==> src/rtl/multi_cycle_seq_pkg.sv <==
// multi_cycle_seq_pkg: shared widths, step size and state encoding for the micro-op sequencer
package multi_cycle_seq_pkg;
    localparam int CNT_W     = 5;
    localparam int REG_W     = 5;
    localparam int OFF_W     = 8;
    localparam int ADDR_STEP = 4;
    typedef enum logic {IDLE = 1'b0, RUN = 1'b1} state_t;
endpackage

==> src/rtl/multi_cycle_seq.sv <==
// multi_cycle_seq: expands one decoded instruction into multi+1 micro-ops, stalling fetch and deferring irq
module multi_cycle_seq
    import multi_cycle_seq_pkg::*;
(
    input  logic             clk,
    input  logic             reset,
    input  logic             start,
    input  logic [CNT_W-1:0] multi,
    input  logic [REG_W-1:0] base_reg,
    input  logic             irq,
    output logic             busy,
    output logic             stall,
    output logic             uvalid,
    output logic [REG_W-1:0] ureg,
    output logic [OFF_W-1:0] uoff,
    output logic             done,
    output logic             irq_ok
);
    state_t           r_state;
    state_t           w_state_n;
    logic [CNT_W-1:0] r_idx;
    logic [CNT_W-1:0] r_rem;
    logic [REG_W-1:0] r_base;
    logic             w_run;
    logic             w_go;
    logic             w_last;
    assign w_run  = r_state == RUN;
    assign w_go   = !reset && !w_run && !irq && start;
    assign w_last = w_run && r_idx == r_rem;
    always_ff @(posedge clk) begin
        if (reset) begin
            r_state <= IDLE;
            r_idx   <= '0;
            r_rem   <= '0;
            r_base  <= '0;
        end else begin
            r_state <= w_state_n;
            if (w_go && multi != '0) begin
                r_base <= base_reg;
                r_rem  <= multi;
                r_idx  <= CNT_W'(1);
            end else if (w_run) begin
                r_idx <= w_last ? '0 : r_idx + CNT_W'(1);
            end
        end
    end
    always_comb begin
        w_state_n = r_state;
        if (w_go && multi != '0) w_state_n = RUN;
        else if (w_last) w_state_n = IDLE;
    end
    // Reset forces every output low; in IDLE an irq suppresses the start.
    always_comb begin
        busy   = !reset && w_run;
        irq_ok = !reset && !w_run;
        uvalid = !reset && (w_run || w_go);
        done   = !reset && (w_last || (w_go && multi == '0));
        stall  = !reset && ((w_run && !w_last) || (w_go && multi != '0));
        ureg   = reset ? '0 : w_run ? r_base + REG_W'(r_idx) : w_go ? base_reg : '0;
        uoff   = (!reset && w_run) ? OFF_W'(r_idx) * OFF_W'(ADDR_STEP) : '0;
    end
endmodule

==> config.mk <==
export PLATFORM = sky130hd
export DESIGN_NAME = multi_cycle_seq
export DESIGN_NICKNAME = d
export VERILOG_FILES = /design/src/rtl/multi_cycle_seq_pkg.sv /design/src/rtl/multi_cycle_seq.sv
export SDC_FILE = /design/constraint.sdc
export NUM_CORES = 1
export LEC_CHECK = 0
export ABC_AREA = 1
export CORE_ASPECT_RATIO = 1.5
export CORE_MARGIN = 3
export CORE_UTILIZATION = 38
export DETAILED_ROUTE_END_ITERATION = 10
export GPL_ROUTABILITY_DRIVEN = 0
export PLACE_DENSITY = 0.67
export SYNTH_ARGS = -nofsm -noshare
export SYNTH_HDL_FRONTEND = slang
export SYNTH_SLANG_ARGS = --single-unit
export TNS_END_PERCENT = 10
==> constraint.sdc <==
create_clock -name clk -period 5.1 [get_ports clk]
set_input_delay 1.275 -clock clk [delete_from_list [all_inputs] [get_ports clk]]
set_output_delay 1.275 -clock clk [all_outputs]
set_load 0.02 [all_outputs]
==> run summary, run 1 <==
The number of setup buffers added after CTS is 0. The I/O pin count was 32. Synthesis produced a netlist whose cell count is 154. In this run the mean area of a mapped cell was 6.62 µm². The path class of the tightest hold or removal check is register to register. No sink is reached through more buffers than the 2 on the longest clock path. The run gives 0.169 as the global routing usage summed across all routing layers.

In this design, the stage delay of the slowest critical-path cell is 0.62 ns. The count of final hold-check violations was 0; the max-slew violation total from the final report was 0. After clock tree synthesis, the clock-pin slew on the worst setup and hold paths is 0.08 ns. The number of standard cells in the final layout excluding fillers came out at 218.

Kind of cell with the highest combined delay on the critical path: buffers and inverters. In this run, post-CTS repair resized a total of 0 instances. The first global-routing pass estimated 4250 µm of wire. The number of input and output port buffers inserted came out at 28. The tree is rooted in a clkbuf_4. The clock period could shrink to 4.54 ns. The fill cell instance count of the final layout was 243; the total number of vias was 1033.

Across the run, the number of max-cap violations was 0. TritonCTS built the clock tree. Setup violations remaining at the end of the flow were counted as 0. Of all nets on the critical path, the largest fanout is 16. The slowest stage of the critical path belongs to the cell clkdlybuf4s50_1. Most common library cell in the layout ignoring fill and taps: inv_1.

The number of storage elements in the synthesis netlist came out at 16. Setup repair after global routing left no endpoint under its margin. The total iterations of the first detailed-routing run came out at 5.

For the final routed database, the setup TNS stands at 0 ns. The tools report the final net count as 204. Clock tree synthesis inserted a total of 3 buffers. The critical path in this run is classified as input port to output pin.

After synthesis, the netlist uses 23 different library cells. For this run, design rule violations remaining after detail routing come to 0. Static timing analysis puts the maximum clock frequency at 0.220 GHz. The top cell type's share of synthesized area was 0.314; the via count of the first global-routing pass was 1027. The tools report the initial core utilization as 0.407. The clock arrives with 0.00314 ns of skew. The count of nets left with antenna violations once routing finished came out at 0. The run gives 0.579 nW as the leakage dissipation.

The average wire per standard cell is 11.1 µm. The critical path goes through clkdlybuf4s50_1 -> inv_2 -> nand2_2 -> nor3_4 -> nand2_2 -> a21oi_1 -> clkdlybuf4s50_1. Relative to the synthesized area, the layout overhead comes to 31.0%. Leaving out fill and tap cells, the most frequent cells in the layout are inv_1 (29), clkdlybuf4s50_1 (28), nand2_1 (26). The overflow left after global routing came out at 0. From left edge to right edge, the die measures 48.3 µm. The repair_antennas step left the layout with diodes totalling 0. Ranked by total cell area, the synthesized netlist is headed by dfxtp_1 (31%), inv_1 (11%), nand2_1 (9.6%). After synthesis the cells add up to 1020 µm².

The placed wire-length estimate is 2040 µm. The floorplan step set the die height to 69.4 µm. The arrival time at the worst endpoint was 3.27 ns; the count of standard-cell rows was 22. Power spread over the standard cell area amounts to 193 nW/µm². The detailed router finished its first iteration with 29 violations. In this run the standard cell core region covers 2500 µm². Counting every sink on the clock net gives 16. The number of antenna violations at the first check in global routing is 0. Summed over all instances, the cell type with the most area after synthesis is dfxtp_1. The tools report the placed cell count as 215. The sum of routed wire length over all layers was 2420 µm. The worst setup path is captured at an output pin.

At the worst endpoint, the required time is 3.83 ns. The tools report the pin count of the biggest net entering global routing as 17. The flow ran to the end, and the final reports show no timing, DRC or antenna violations.

The total number of yosys warnings was 0; the sequential-to-total area share from yosys stat was 0.314. The die covers 3350 µm². The buffer and inverter count on the worst path works out to 3. The number of H-tree levels was 1. Final worst-path cycle share: 0.891. The average vias per placed instance is 4.74, and the quantity of hold-fixing buffers added after cts is 0. The fraction of final layout cells with drive strength greater than 1 is 0.0495, and the worst voltage drop across the vdd grid is 0.129 mV. The slack of the worst reg-to-reg path is 3.51 ns.

The tools report the clock latency at the later pin of the worst-skew pair as 0.29 ns. Sort of element at the start of the critical path: an input port.
## worst min-delay path: stages (launching register included)
cell and delay, ns:
dfxtp_1 0.32, nand2_1 0.06, o21ai_1 0.05
## layout make-up
cell class                 instances  area, µm²  area share
clock buffer                       3       22.5      0.0169
timing repair buffer              28        280       0.210
inverter                          31        116      0.0871
tap                               36       45.0      0.0337
sequential                        16        320       0.240
multi-input combinational        104        552       0.413
## power by group
group          switching (mW)  leakage [nW]  internal, mW
sequential            0.00451         0.130         0.130
clock                  0.0385        0.0138        0.0275
combinational          0.0317         0.435        0.0254
## cell families (layout without fill, tap and decap cells)
kind of cell / Yosys count / count (layout) / share of synthesized area
AOI/OAI and AO/OA: 26 / 26 / 0.135
xor gates and xnor gates: 5 / 5 / 0.0430
adders and majority gates: 6 / 6 / 0.0810
buffers and inverters: 36 / 62 / 0.152
DFF: 16 / 16 / 0.314
other: 1 / 3 / 0.00368
and+or+nand+nor: 64 / 64 / 0.271
## Yosys cell counts
| cell | n |
|---|---|
| inv_1 | 29 |
| nand2_1 | 26 |
| nor2_1 | 23 |
| dfxtp_1 | 16 |
| a21oi_1 | 9 |
| nand3_1 | 8 |
| o21ai_0 | 8 |
| ha_1 | 5 |
| o21ai_1 | 4 |
| o22ai_1 | 4 |
| buf_4 | 3 |
| nand2_2 | 3 |
| xor2_1 | 3 |
| inv_2 | 2 |
| nand4_1 | 2 |
| xnor2_1 | 2 |
| buf_2 | 1 |
| buf_6 | 1 |
| conb_1 | 1 |
| fa_1 | 1 |
| nor3_1 | 1 |
| nor3_4 | 1 |
| o211ai_1 | 1 |
## registers in the layout (all words and copies together) (netlist names)
| name | cells |
|---|---|
| r_rem | 5 |
| r_idx | 5 |
| r_base | 5 |
| r_state | 1 |
## stage by stage
| step | util | instance area (µm²) | power [mW] | worst slack [ns] | hold slack, ns |
|---|---|---|---|---|---|
| 2_1_floorplan | - | 1030 | 0.172 | 1.51 | 0.437 |
| 3_3_place_gp | 0.524 | 1310 | 0.195 | 0.620 | 0.457 |
| 3_5_place_dp | 0.524 | 1310 | 0.195 | 0.582 | 0.462 |
| 4_1_cts | 0.533 | 1340 | 0.259 | 0.562 | 0.475 |
| 5_1_grt | 0.533 | 1340 | 0.270 | 0.433 | 0.503 |
| 6_report | 0.533 | 1340 | 0.258 | 0.556 | 0.476 |
## per-layer routing
layer / vias up / part of all wire / GRT usage
met2: 38 / 0.53 / 0.275
met4: 0 / 0.018 / 0.0629
met5: - / 0 / 0
met1: 460 / 0.40 / 0.218
li1: 531 / - / -
met3: 4 / 0.055 / 0.0156
## final timing paths
check / end / startpoint / cells after the start
max: stall / reset / 7
min: r_base[0] / r_base[0] / 2
max reg2reg: r_idx[4] / r_state / 8
min reg2reg: r_base[0] / r_base[0] / 2
(Power assumes the default switching activity.)
==> inputs of run 2 (changes only) <==
--- a/config.mk
+++ b/config.mk
@@ -5,7 +5,7 @@
 export SDC_FILE = /design/constraint.sdc
 export NUM_CORES = 1
 export LEC_CHECK = 0
-export ABC_AREA = 1
+export ABC_AREA = 0
 export CORE_ASPECT_RATIO = 1.5
 export CORE_MARGIN = 3
 export CORE_UTILIZATION = 38
==> run summary, run 2 <==
The run finished with clean final reports. The cell type with the largest total area after synthesis was dfxtp_1 (unchanged). The worst voltage drop across the vdd grid was 0.129 mV (about the same). The run gives 0.216 GHz (was 0.220 GHz) as the maximum clock rate. The logs give 0 (unchanged) for the count of final hold-check violations and 0 (unchanged) for the number of setup violations in the final report. The initial core utilization was 0.416 (was 0.407); the largest fanout on the critical path was 17 (was 16). Commonest cells in the synthesized netlist: dfxtp_1 (16), nand2_1 (16), o21ai_0 (9), a21oi_1 (8), xnor2_1 (7) (was inv_1 (29), nand2_1 (26), nor2_1 (23), dfxtp_1 (16), a21oi_1 (9)).

The relative area change from synthesis to final layout was 31.7% (was 31.0%). The combinational family with the most area after synthesis is simple AND/OR/NAND/NOR gates (unchanged). The logs give 0 (unchanged) for the count of unresolved DRC violations after routing and 18 (was 17) for the pin count of the biggest net entering global routing. The sequential-to-total area share from yosys stat was 0.301 (was 0.314). Largest registers ranked by flip-flop count: r_base x5, r_idx x5, r_rem x5 (unchanged).

The run gives 0.469 ns (was 0.556 ns) as the final setup slack of the worst path. The via count of the first global-routing pass is 948 (was 1027), and the per-instance average area after synthesis is 8.32 µm² (was 6.62 µm²). The worst slack on hold paths was 0.482 ns (was 0.476 ns). For the post-placement worst setup slack, the log shows 0.463 ns (was 0.582 ns). Critical setup path kind: input port to output pin (unchanged).

The worst min-delay path class was register to register (unchanged). The slack of the worst reg-to-reg path is 3.05 ns (was 3.51 ns), and the xor and xnor fraction of the mapped netlist area is 0.0576 (was 0.0429). The horizontal die dimension works out to 49.2 µm (was 48.3 µm). At the pin with the least slew margin, the transition time is 0.537 ns.

The number of storage elements in the synthesis netlist was 16 (unchanged); the number of H-tree levels was 1 (unchanged). The tools report the global-route wire length before repair as 4280 µm (was 4250 µm). The kind of end point of the critical path was an output pin (unchanged).

Number of instances in the synthesized netlist: 128 (was 154). Capture endpoint of the worst hold path: r_rem[1] (was r_base[0]). Most frequent cells in the layout: clkdlybuf4s50_1 (28), nand2_1 (16), dfxtp_1 (16) (was inv_1 (29), clkdlybuf4s50_1 (28), nand2_1 (26)). The tools report the number of DRC markers in iteration 0 as 23 (was 29). The mapped cell area was 1060 µm² (was 1020 µm²); the number of input and output port buffers inserted was 28 (unchanged). The fraction of final layout cells with drive strength greater than 1 was 0.0828 (was 0.0495). The most common library cell in the layout ignoring fill and taps is clkdlybuf4s50_1 (was inv_1).

The logs give 0 (unchanged) for the number of setup buffers added after CTS and 0.514 nW (was 0.579 nW) for the leakage dissipation. The placed cell count was 189 (was 215). The clock latency at the later pin of the worst-skew pair is 0.29 ns (about the same), and the share of async-settable or async-resettable flops after synthesis is 0 (unchanged). The complex-gate fraction of the synthesized area was 0.236 (was 0.135). The run gives 0 (unchanged) as the final antenna-violating net count. The total number of yosys warnings was 0 (unchanged); the sum of routed wire length over all layers was 2680 µm (was 2420 µm). The total number of vias is 1032 (was 1033). The run gives 0 (unchanged) as the overflow left after global routing.

The simple-gate share of the synthesized area is 0.241 (was 0.271). The tools report the number of antenna violations at the first check in global routing as 0 (unchanged). The dominant synthesized flop cell was dfxtp_1 (unchanged).

The total power per unit cell area is 198 nW/µm² (was 193 nW/µm²). Number of enable flip-flop cells after synthesis: 0 (unchanged). Average vias per placed instance: 5.35 (was 4.74).

The I/O pin count came out at 32 (unchanged). The CTS clock-pin slew for the worst setup and hold paths works out to 0.10 ns (was 0.08 ns). Max-slew violation total from the final report: 0 (unchanged). The vertical extent of the die is 70.8 µm (was 69.4 µm), and the global routing usage summed across all routing layers is 0.159 (was 0.169). The count of max-cap constraint violations was 0 (unchanged).

The remaining max-slew budget at the tightest pin was 0.641; the count of distinct cell types in the synthesized netlist was 40 (was 23). The number of gates resized after cts was 0 (unchanged). The root buffer cell was clkbuf_4 (unchanged). The total clock buffers created by CTS was 3 (unchanged); the worst hold path cell count was 2 (unchanged). The required arrival time at the worst endpoint came out at 3.83 ns (about the same).

Main area contributors after synthesis: dfxtp_1 (30%), ha_1 (5.9%), xnor2_1 (5.8%) (was dfxtp_1 (31%), inv_1 (11%), nand2_1 (9.6%)). The worst setup skew after layout is 0.00426 ns (was 0.00314 ns). The tools report the arrival time at the worst endpoint as 3.36 ns (was 3.27 ns).

TritonCTS built the clock tree. The top cell type's share of synthesized area works out to 0.301 (was 0.314). The final worst-path cycle share works out to 0.908 (was 0.891). For the largest buffer count on any clock path, the log shows 2 (unchanged). Setup repair after global routing left no endpoint under its margin. The shortest clock period the worst path allows after layout works out to 4.63 ns (was 4.54 ns).

The final net count is 178 (was 204), and the length in cells of the worst reg-to-reg path is 5 (was 8). The count of standard-cell rows is 22 (unchanged), and the adder-cell area share of the yosys netlist is 0.0776 (was 0.0810). The placed wire-length estimate came out at 2120 µm (was 2040 µm). The tools report the sort of element at the start of the critical path as an input port (unchanged).

The endpoint of the lowest-slack register-to-register path was r_base[4] (was r_idx[4]). The quantity of hold-fixing buffers added after cts is 0 (unchanged). The count of inserted antenna diode cells was 0 (unchanged); the area of the die was 3490 µm² (was 3350 µm²). The core outline area is 2560 µm² (was 2500 µm²).

The final setup TNS was 0 ns (unchanged); the total iterations of the first detailed-routing run was 4 (was 5). For the number of standard cells in the final layout excluding fillers, the log shows 193 (was 218). Share of synthesized area spent on multiplexers: 0.0188 (was 0). The startpoint of the worst-slack reg-to-reg timing path was r_state (unchanged). For the number of clock sinks seen by CTS, the log shows 16 (unchanged). The average wire per standard cell came out at 13.9 µm (was 11.1 µm).

The source of the worst hold timing path was r_rem[1] (was r_base[0]).
==> run 2: cell count changes after synthesis, moves of 5 or more <==
cell,delta
nor3_1,+5
xnor2_1,+5
nor2_1,-17
inv_1,-24
nand2_1,-10
and2_1,+6
==> run 2: per-layer routing <==
| layer | wire length (µm) | global-route usage | share of wire | vias up |
|---|---|---|---|---|
| li1 | - | - | - | 507 |
| met1 | 1080 | 0.164 | 0.40 | 495 |
| met2 | 1430 | 0.299 | 0.53 | 25 |
| met3 | 121 | 0.0295 | 0.045 | 5 |
| met4 | 44 | 0.0791 | 0.016 | 0 |
| met5 | 0 | 0 | 0 | - |
==> run 2: per-stage QoR <==
stage,power [mW],utilization,area [µm²]
2_1_floorplan,0.170,-,1070
3_5_place_dp,0.194,0.534,1370
3_3_place_gp,0.193,0.534,1370
4_1_cts,0.279,0.548,1400
6_report,0.278,0.548,1400
5_1_grt,0.289,0.548,1400
==> run 2: cell type report <==
class	count	area, µm²
Clock buffer	4	36.3
Inverter	6	22.5
Timing Repair Buffer	30	295
Multi-Input combinational cell	101	683
Fill cell	258	1160
Sequential cell	16	320
Tap cell	36	45.0
==> run 2: worst max path at each step <==
| stage | from | end | slack, ns | cells past startpoint |
|---|---|---|---|---|
| 5_1_grt | reset | uvalid | 0.38 | 6 |
| 2_1_floorplan | reset | ureg[1] | 1.39 | 5 |
| 6_report | reset | uvalid | 0.47 | 6 |
| 3_3_place_gp | reset | uvalid | 0.52 | 6 |
| 3_5_place_dp | reset | uvalid | 0.46 | 6 |
| 4_1_cts | reset | uvalid | 0.47 | 6 |
==> run 2: worst max-delay path: stages <==
cell and delay [ns]:
clkdlybuf4s50_1 0.53, buf_4 0.24, nand2b_1 0.20, clkinv_1 0.23
or2_2 0.35, clkdlybuf4s50_1 0.54
==> run 2: report_power, final <==
group          leakage, nW  switching, mW  internal [mW]
combinational        0.363         0.0295         0.0272
clock               0.0210         0.0433         0.0435
sequential           0.130        0.00499          0.129
==> run 2: kinds of logic (layout without fill, tap and decap cells) <==
family          count (synthesis)  in the layout
compound gates                 34             34
xor+xnor                        7              7
fa+ha+maj                       6              6
buf+inv                        13             40
flops                          16             16
mux                             2              2
other cells                     1              3
simple gates                   49             49
